### src/rtl/pc_sequencer.sv
// Fetch-stage controller: owns the word-addressed PC, issues one instruction-memory
// request at a time and presents fetched instructions to decode.
module pc_sequencer #(
    parameter logic [31:0] RESET_PC   = 32'h0000_0000,
    parameter logic [31:0] EXC_VECTOR = 32'h0000_0020
) (
    input  logic        clk,
    input  logic        rst_n,
    input  logic        stall,
    input  logic        redirect_valid,
    input  logic [31:0] redirect_pc,
    input  logic        exc_req,
    output logic        imem_req,
    output logic [31:0] imem_addr,
    input  logic        imem_ack,
    input  logic [31:0] imem_rdata,
    output logic        if_valid,
    output logic [31:0] if_instr,
    output logic [31:0] if_pc,
    output logic [31:0] if_pc_next,
    output logic [31:0] exc_epc
);

    typedef enum logic [1:0] {
        S_IDLE = 2'd0,
        S_REQ  = 2'd1,
        S_WAIT = 2'd2,
        S_HOLD = 2'd3
    } state_t;

    state_t      r_state;
    logic [31:0] r_pc;
    logic        r_kill;
    logic        r_imem_req;
    logic [31:0] r_imem_addr;
    logic        r_if_valid;
    logic [31:0] r_if_instr;
    logic [31:0] r_if_pc;
    logic [31:0] r_if_pc_next;
    logic [31:0] r_exc_epc;

    logic [31:0] w_pc_inc;
    logic        w_flush;
    logic [31:0] w_flush_target;
    logic [31:0] w_epc;
    logic        w_ack;

    // Incrementer: carry-in tied low, carry-out dropped so 0xFFFF_FFFF wraps to 0.
    function automatic logic [31:0] pc_incr(input logic [31:0] a);
        return a + 32'd1;
    endfunction

    assign w_pc_inc       = pc_incr(r_pc);
    assign w_flush        = exc_req | redirect_valid;
    assign w_flush_target = exc_req ? EXC_VECTOR : redirect_pc;
    assign w_epc          = r_if_valid ? r_if_pc : r_pc;
    assign w_ack          = imem_ack && ((r_state == S_REQ) || (r_state == S_WAIT));

    always_ff @(posedge clk or negedge rst_n) begin
        if (!rst_n) begin
            r_state      <= S_IDLE;
            r_pc         <= RESET_PC;
            r_kill       <= 1'b0;
            r_imem_req   <= 1'b0;
            r_imem_addr  <= RESET_PC;
            r_if_valid   <= 1'b0;
            r_if_instr   <= 32'd0;
            r_if_pc      <= 32'd0;
            r_if_pc_next <= 32'd0;
            r_exc_epc    <= 32'd0;
        end else begin
            case (r_state)
                S_IDLE: begin
                    r_state     <= S_REQ;
                    r_imem_req  <= 1'b1;
                    r_imem_addr <= r_pc;
                end

                S_REQ, S_WAIT: begin
                    if (w_flush) begin
                        r_pc       <= w_flush_target;
                        r_if_valid <= 1'b0;
                        if (exc_req) begin
                            r_exc_epc <= w_epc;
                        end
                        if (w_ack) begin
                            // The completing fetch belongs to the old path; drop it.
                            r_kill      <= 1'b0;
                            r_state     <= S_REQ;
                            r_imem_req  <= 1'b1;
                            r_imem_addr <= w_flush_target;
                        end else begin
                            // Request stays on the bus with its old address until acked.
                            r_kill  <= 1'b1;
                            r_state <= S_WAIT;
                        end
                    end else if (w_ack) begin
                        if (r_kill) begin
                            r_kill      <= 1'b0;
                            r_if_valid  <= 1'b0;
                            r_state     <= S_REQ;
                            r_imem_req  <= 1'b1;
                            r_imem_addr <= r_pc;
                        end else begin
                            r_if_instr   <= imem_rdata;
                            r_if_pc      <= r_pc;
                            r_if_pc_next <= w_pc_inc;
                            r_if_valid   <= 1'b1;
                            r_pc         <= w_pc_inc;
                            if (stall) begin
                                r_state    <= S_HOLD;
                                r_imem_req <= 1'b0;
                            end else begin
                                r_state     <= S_REQ;
                                r_imem_req  <= 1'b1;
                                r_imem_addr <= w_pc_inc;
                            end
                        end
                    end else begin
                        r_state    <= S_WAIT;
                        r_if_valid <= 1'b0;
                    end
                end

                S_HOLD: begin
                    if (w_flush) begin
                        r_pc        <= w_flush_target;
                        r_if_valid  <= 1'b0;
                        r_state     <= S_REQ;
                        r_imem_req  <= 1'b1;
                        r_imem_addr <= w_flush_target;
                        if (exc_req) begin
                            r_exc_epc <= w_epc;
                        end
                    end else if (!stall) begin
                        r_if_valid  <= 1'b0;
                        r_state     <= S_REQ;
                        r_imem_req  <= 1'b1;
                        r_imem_addr <= r_pc;
                    end
                end

                default: begin
                    r_state <= S_IDLE;
                end
            endcase
        end
    end

    assign imem_req   = r_imem_req;
    assign imem_addr  = r_imem_addr;
    assign if_valid   = r_if_valid;
    assign if_instr   = r_if_instr;
    assign if_pc      = r_if_pc;
    assign if_pc_next = r_if_pc_next;
    assign exc_epc    = r_exc_epc;

    a_req_stable: assert property (@(posedge clk) disable iff (!rst_n)
        (r_imem_req && !imem_ack) |=> (r_imem_req && $stable(r_imem_addr)));

    a_kill_in_wait: assert property (@(posedge clk) disable iff (!rst_n)
        r_kill |-> (r_state == S_WAIT));

    a_hold_outputs: assert property (@(posedge clk) disable iff (!rst_n)
        (r_state == S_HOLD) |-> (!r_imem_req && r_if_valid));

endmodule

### config.mk
export PLATFORM = sky130hd
export DESIGN_NAME = pc_sequencer
export DESIGN_NICKNAME = d
export VERILOG_FILES = /design/src/rtl/pc_sequencer.sv
export SDC_FILE = /design/constraint.sdc
export NUM_CORES = 1
export LEC_CHECK = 0
export ABC_AREA = 1
export ABC_CLOCK_PERIOD_IN_PS = 2200
export BUFFER_PORTS_ARGS = -buffer_cell sky130_fd_sc_hd__buf_2
export CAP_MARGIN = 20
export CORE_MARGIN = 2
export CORE_UTILIZATION = 40
export CTS_CLUSTER_DIAMETER = 30
export DETAILED_ROUTE_END_ITERATION = 10
export SLEW_MARGIN = 20
export SYNTH_ARGS = -nofsm -noshare
export SYNTH_HDL_FRONTEND = slang
export SYNTH_SLANG_ARGS = --single-unit
### constraint.sdc
create_clock -name clk -period 2.2 [get_ports clk]
set_clock_uncertainty 0.05 [all_clocks]
set_input_delay 0.44 -clock clk [delete_from_list [all_inputs] [get_ports clk]]
set_output_delay 0.44 -clock clk [all_outputs]
set_load 0.01 [all_outputs]
==> results.py <==
metrics = {
    "run_status": {
        "status": "complete, no violations",
    },
    "clocking": {
        "cts_buffers": 17,
        "clk_pin_slew_worst_paths_ns": 0.08,
        "clk-insertion-delay-late_ns": 0.44,
        "clk_path_buf_depth": 2,
        "clock_sinks": 197,
        "root_buffer": "clkbuf_16",
        "cts_tree": "built",
        "htree_num_levels": 4,
    },
    "global_routing": {
        "track_usage": 0.265,
        "grt_pass1_wl_um": 55600,
        "antenna_found_initial": 0,
        "grt_max_degree": 88,
        "grt_pass1_vias": 9670,
        "overflow": 0,
    },
    "synthesis": {
        "yosysSeqAreaShare": 0.474,
        "ys_ff_latch": 197,
        "synthMuxAreaShare": 0,
        "synth_area_sq_um": 10400,
        "synthArstFlopShare": 1.00,
        "synth_top_family_by_area": "simple AND/OR/NAND/NOR gates",
        "synthesis.instances": 1428,
        "netlist_top_cells_area": "dfrtp_1, nand2_1, a21oi_1",
        "synth_compound_area_frac": 0.184,
        "yosys.area.top_type": "dfrtp_1",
        "yosys.cell_types.count": 28,
        "ys_warn_count": 0,
        "syn_nets": 1501,
        "synth_top_area_frac": 0.474,
        "syn_area_per_cell_sq_um": 7.29,
        "synth_edf_count": 0,
        "synth_ff_type": "dfrtp_1",
        "yosys.area_share.adder": 0.00361,
        "synth_xor_xnor_area_share": 0.00168,
        "synth-simple-area-share": 0.270,
    },
    "worst_setup_path": {
        "crit_required_ns": 2.48,
        "worstSetupStartpointType": "register",
        "r2r-end": "imem_addr[10]",
        "cp-end-kind": "register",
        "timing.rr.start": "r_pc[1]",
        "rrSetupSlack_ns": 0.17,
        "r2r_cells": 12,
        "crit_arrival_ns": 2.31,
        "criticalPathCategory": "reg2reg",
        "path_max_fanout": 6,
    },
    "power_and_ir_drop": {
        "p_sw_mw": 9.48,
        "p_leak_nw": 6.45,
        "pwr-share-seq": 0.331,
        "combPwrFrac": 0.509,
        "swShare": 0.477,
        "ir_drop_uv": 608,
        "p_int_mw": 10.4,
        "power.density_nw_per_um2": 1550,
        "clockPowerShare": 0.160,
    },
    "floorplanning": {
        "core_sq_um": 25800,
        "die_y_um": 165,
        "ios": 232,
        "num_rows": 59,
        "die_area_sq_um": 27300,
        "die_x_um": 165,
        "floorplan.initialDensity": 0.403,
    },
    "place": {
        "io_buffers": 231,
        "post-place-ws_ns": -0.0164,
        "dp_hpwl_um": 26300,
        "gp_congestion": 0.943,
    },
    "drt": {
        "ant_nets": 0,
        "viasPerCell": 5.25,
        "dr.pass1.iters": 6,
        "finalWirelength_um": 36200,
        "vias": 10500,
        "drt-initial-drc-count": 1077,
        "routedWlPerCell_um": 18.2,
        "drc": 0,
    },
    "job": {
        "max-cap-violations": 0,
    },
    "layout": {
        "layout-drive-gt1-share": 0.208,
        "final_cell_mix": "nand2_1, buf_2, dfrtp_1",
        "fin_nets": 1718,
        "antennaDiodeCount": 0,
        "final_common_cell": "nand2_1",
        "area_delta_synth_final_pct": 23.0,
    },
    "sta": {
        "post-route-min-period_ns": 2.03,
        "slew_headroom": 0.670,
        "fin_crit_sh": 0.922,
        "hold_viol_final": 0,
        "clock.fmax_mhz": 493,
        "fin_hold_ws_ns": 0.144,
        "setup_viol": 0,
        "setup_ws_ns": 0.172,
        "maxSlewViolCount": 0,
        "worst_slew_pin_slew_ns": 0.494,
        "fin_setup_tns_ns": 0,
    },
    "hold_path": {
        "min_from": "imem_rdata[5]",
        "hold_class": "in2reg",
        "min_delay_worst_endpoint": "if_instr[5]",
        "worstHoldPathCells": 3,
    },
}
==> through the flow <==
stage / power [mW] / util / cell area, sq um / cells
floorplan: 12.4 / - / 10400 / 1428
global placement: 16.5 / 0.470 / 12100 / 1958
detailed placement: 16.6 / 0.470 / 12100 / 1958
CTS: 19.9 / 0.493 / 12700 / 1991
global route: 21.5 / 0.495 / 12800 / 1993
finish: 19.9 / 0.495 / 12800 / 1993
==> flip-flops by register name, indices dropped and copies added, names as in the netlist <==
name / flops
r_state: 2
exc_epc: 32
imem_addr: 32
if_pc_next: 32
r_pc: 32
r_kill: 1
imem_req: 1
if_pc: 32
if_instr: 32
if_valid: 1
==> what timing repair did <==
item | 4_1_cts | 5_1_grt
pin swaps | 0 | 1
resized for setup | 1 | 6
hold buffers | 1 | 0
setup endpoints to repair | 1 | 29
setup buffers | 0 | 2
hold endpoints to repair | 17 | 0
==> kinds of logic after synthesis <==
family          after synthesis
fa+ha+maj                     3
flops                       197
compound gates              341
xor+xnor                      2
simple gates                708
buf+inv                     177
==> Yosys cell counts, types with 26 or more instances <==
master / instances
dfrtp_1: 197
nor2_1: 127
o21ai_1: 72
buf_2: 26
a21oi_1: 109
inv_1: 84
a211oi_1: 31
nand3_1: 52
o21ai_0: 65
nand2_1: 491
clkbuf_1: 47
a31oi_1: 28
==> final cells by class <==
cell class                      instances  area [sq um]
Sequential cell                       197          4930
Multi-Input combinational cell       1054          4840
Clock buffer                           18           429
Timing Repair Buffer                  278          1660
Clock inverter                         14           156
Fill cell                            2609         13000
Inverter                               97           365
Tap cell                              335           419
==> per-layer routing <==
metal	GRT usage	vias to the layer above	routed length, um
li1	-	5120	-
met1	0.393	4841	16900
met2	0.403	470	15800
met3	0.0472	29	3120
met4	0.0603	0	449
met5	0	-	0
==> how the worst max path moves through the flow <==
stage / end / from / cells past startpoint / slack [ns]
after floorplan: r_pc[10] / r_state[0] / 7 / 0.40
after global placement: imem_addr[10] / r_pc[1] / 11 / 0.02
after detailed placement: imem_addr[10] / r_pc[1] / 11 / -0.02
after CTS: imem_addr[10] / r_pc[1] / 11 / 0.08
after global routing: imem_addr[10] / r_pc[1] / 12 / -0.006
final: imem_addr[10] / r_pc[1] / 12 / 0.17
==> worst max-delay path, cell delays in order (launching register included) <==
cell and delay (ns):
dfrtp_1 0.40, ha_1 0.18, nand2_1 0.15, nor2_4 0.16, nand2_2 0.15, nor2_4 0.14
buf_4 0.17, xor2_4 0.21, nand2_1 0.07, nand2_1 0.06, nand2_1 0.05, nand2_1 0.08
nand2_1 0.05
==> power groups by stage <==
stage,Combinational [mW],Clock (mW),Sequential (mW)
CTS,10.0,3.25,6.59
global route,11.3,3.37,6.82
floorplan,5.37,0,7.00
global placement,9.92,0,6.60
detailed placement,9.98,0,6.64
finish,10.1,3.18,6.58
(Power assumes the default switching activity.)
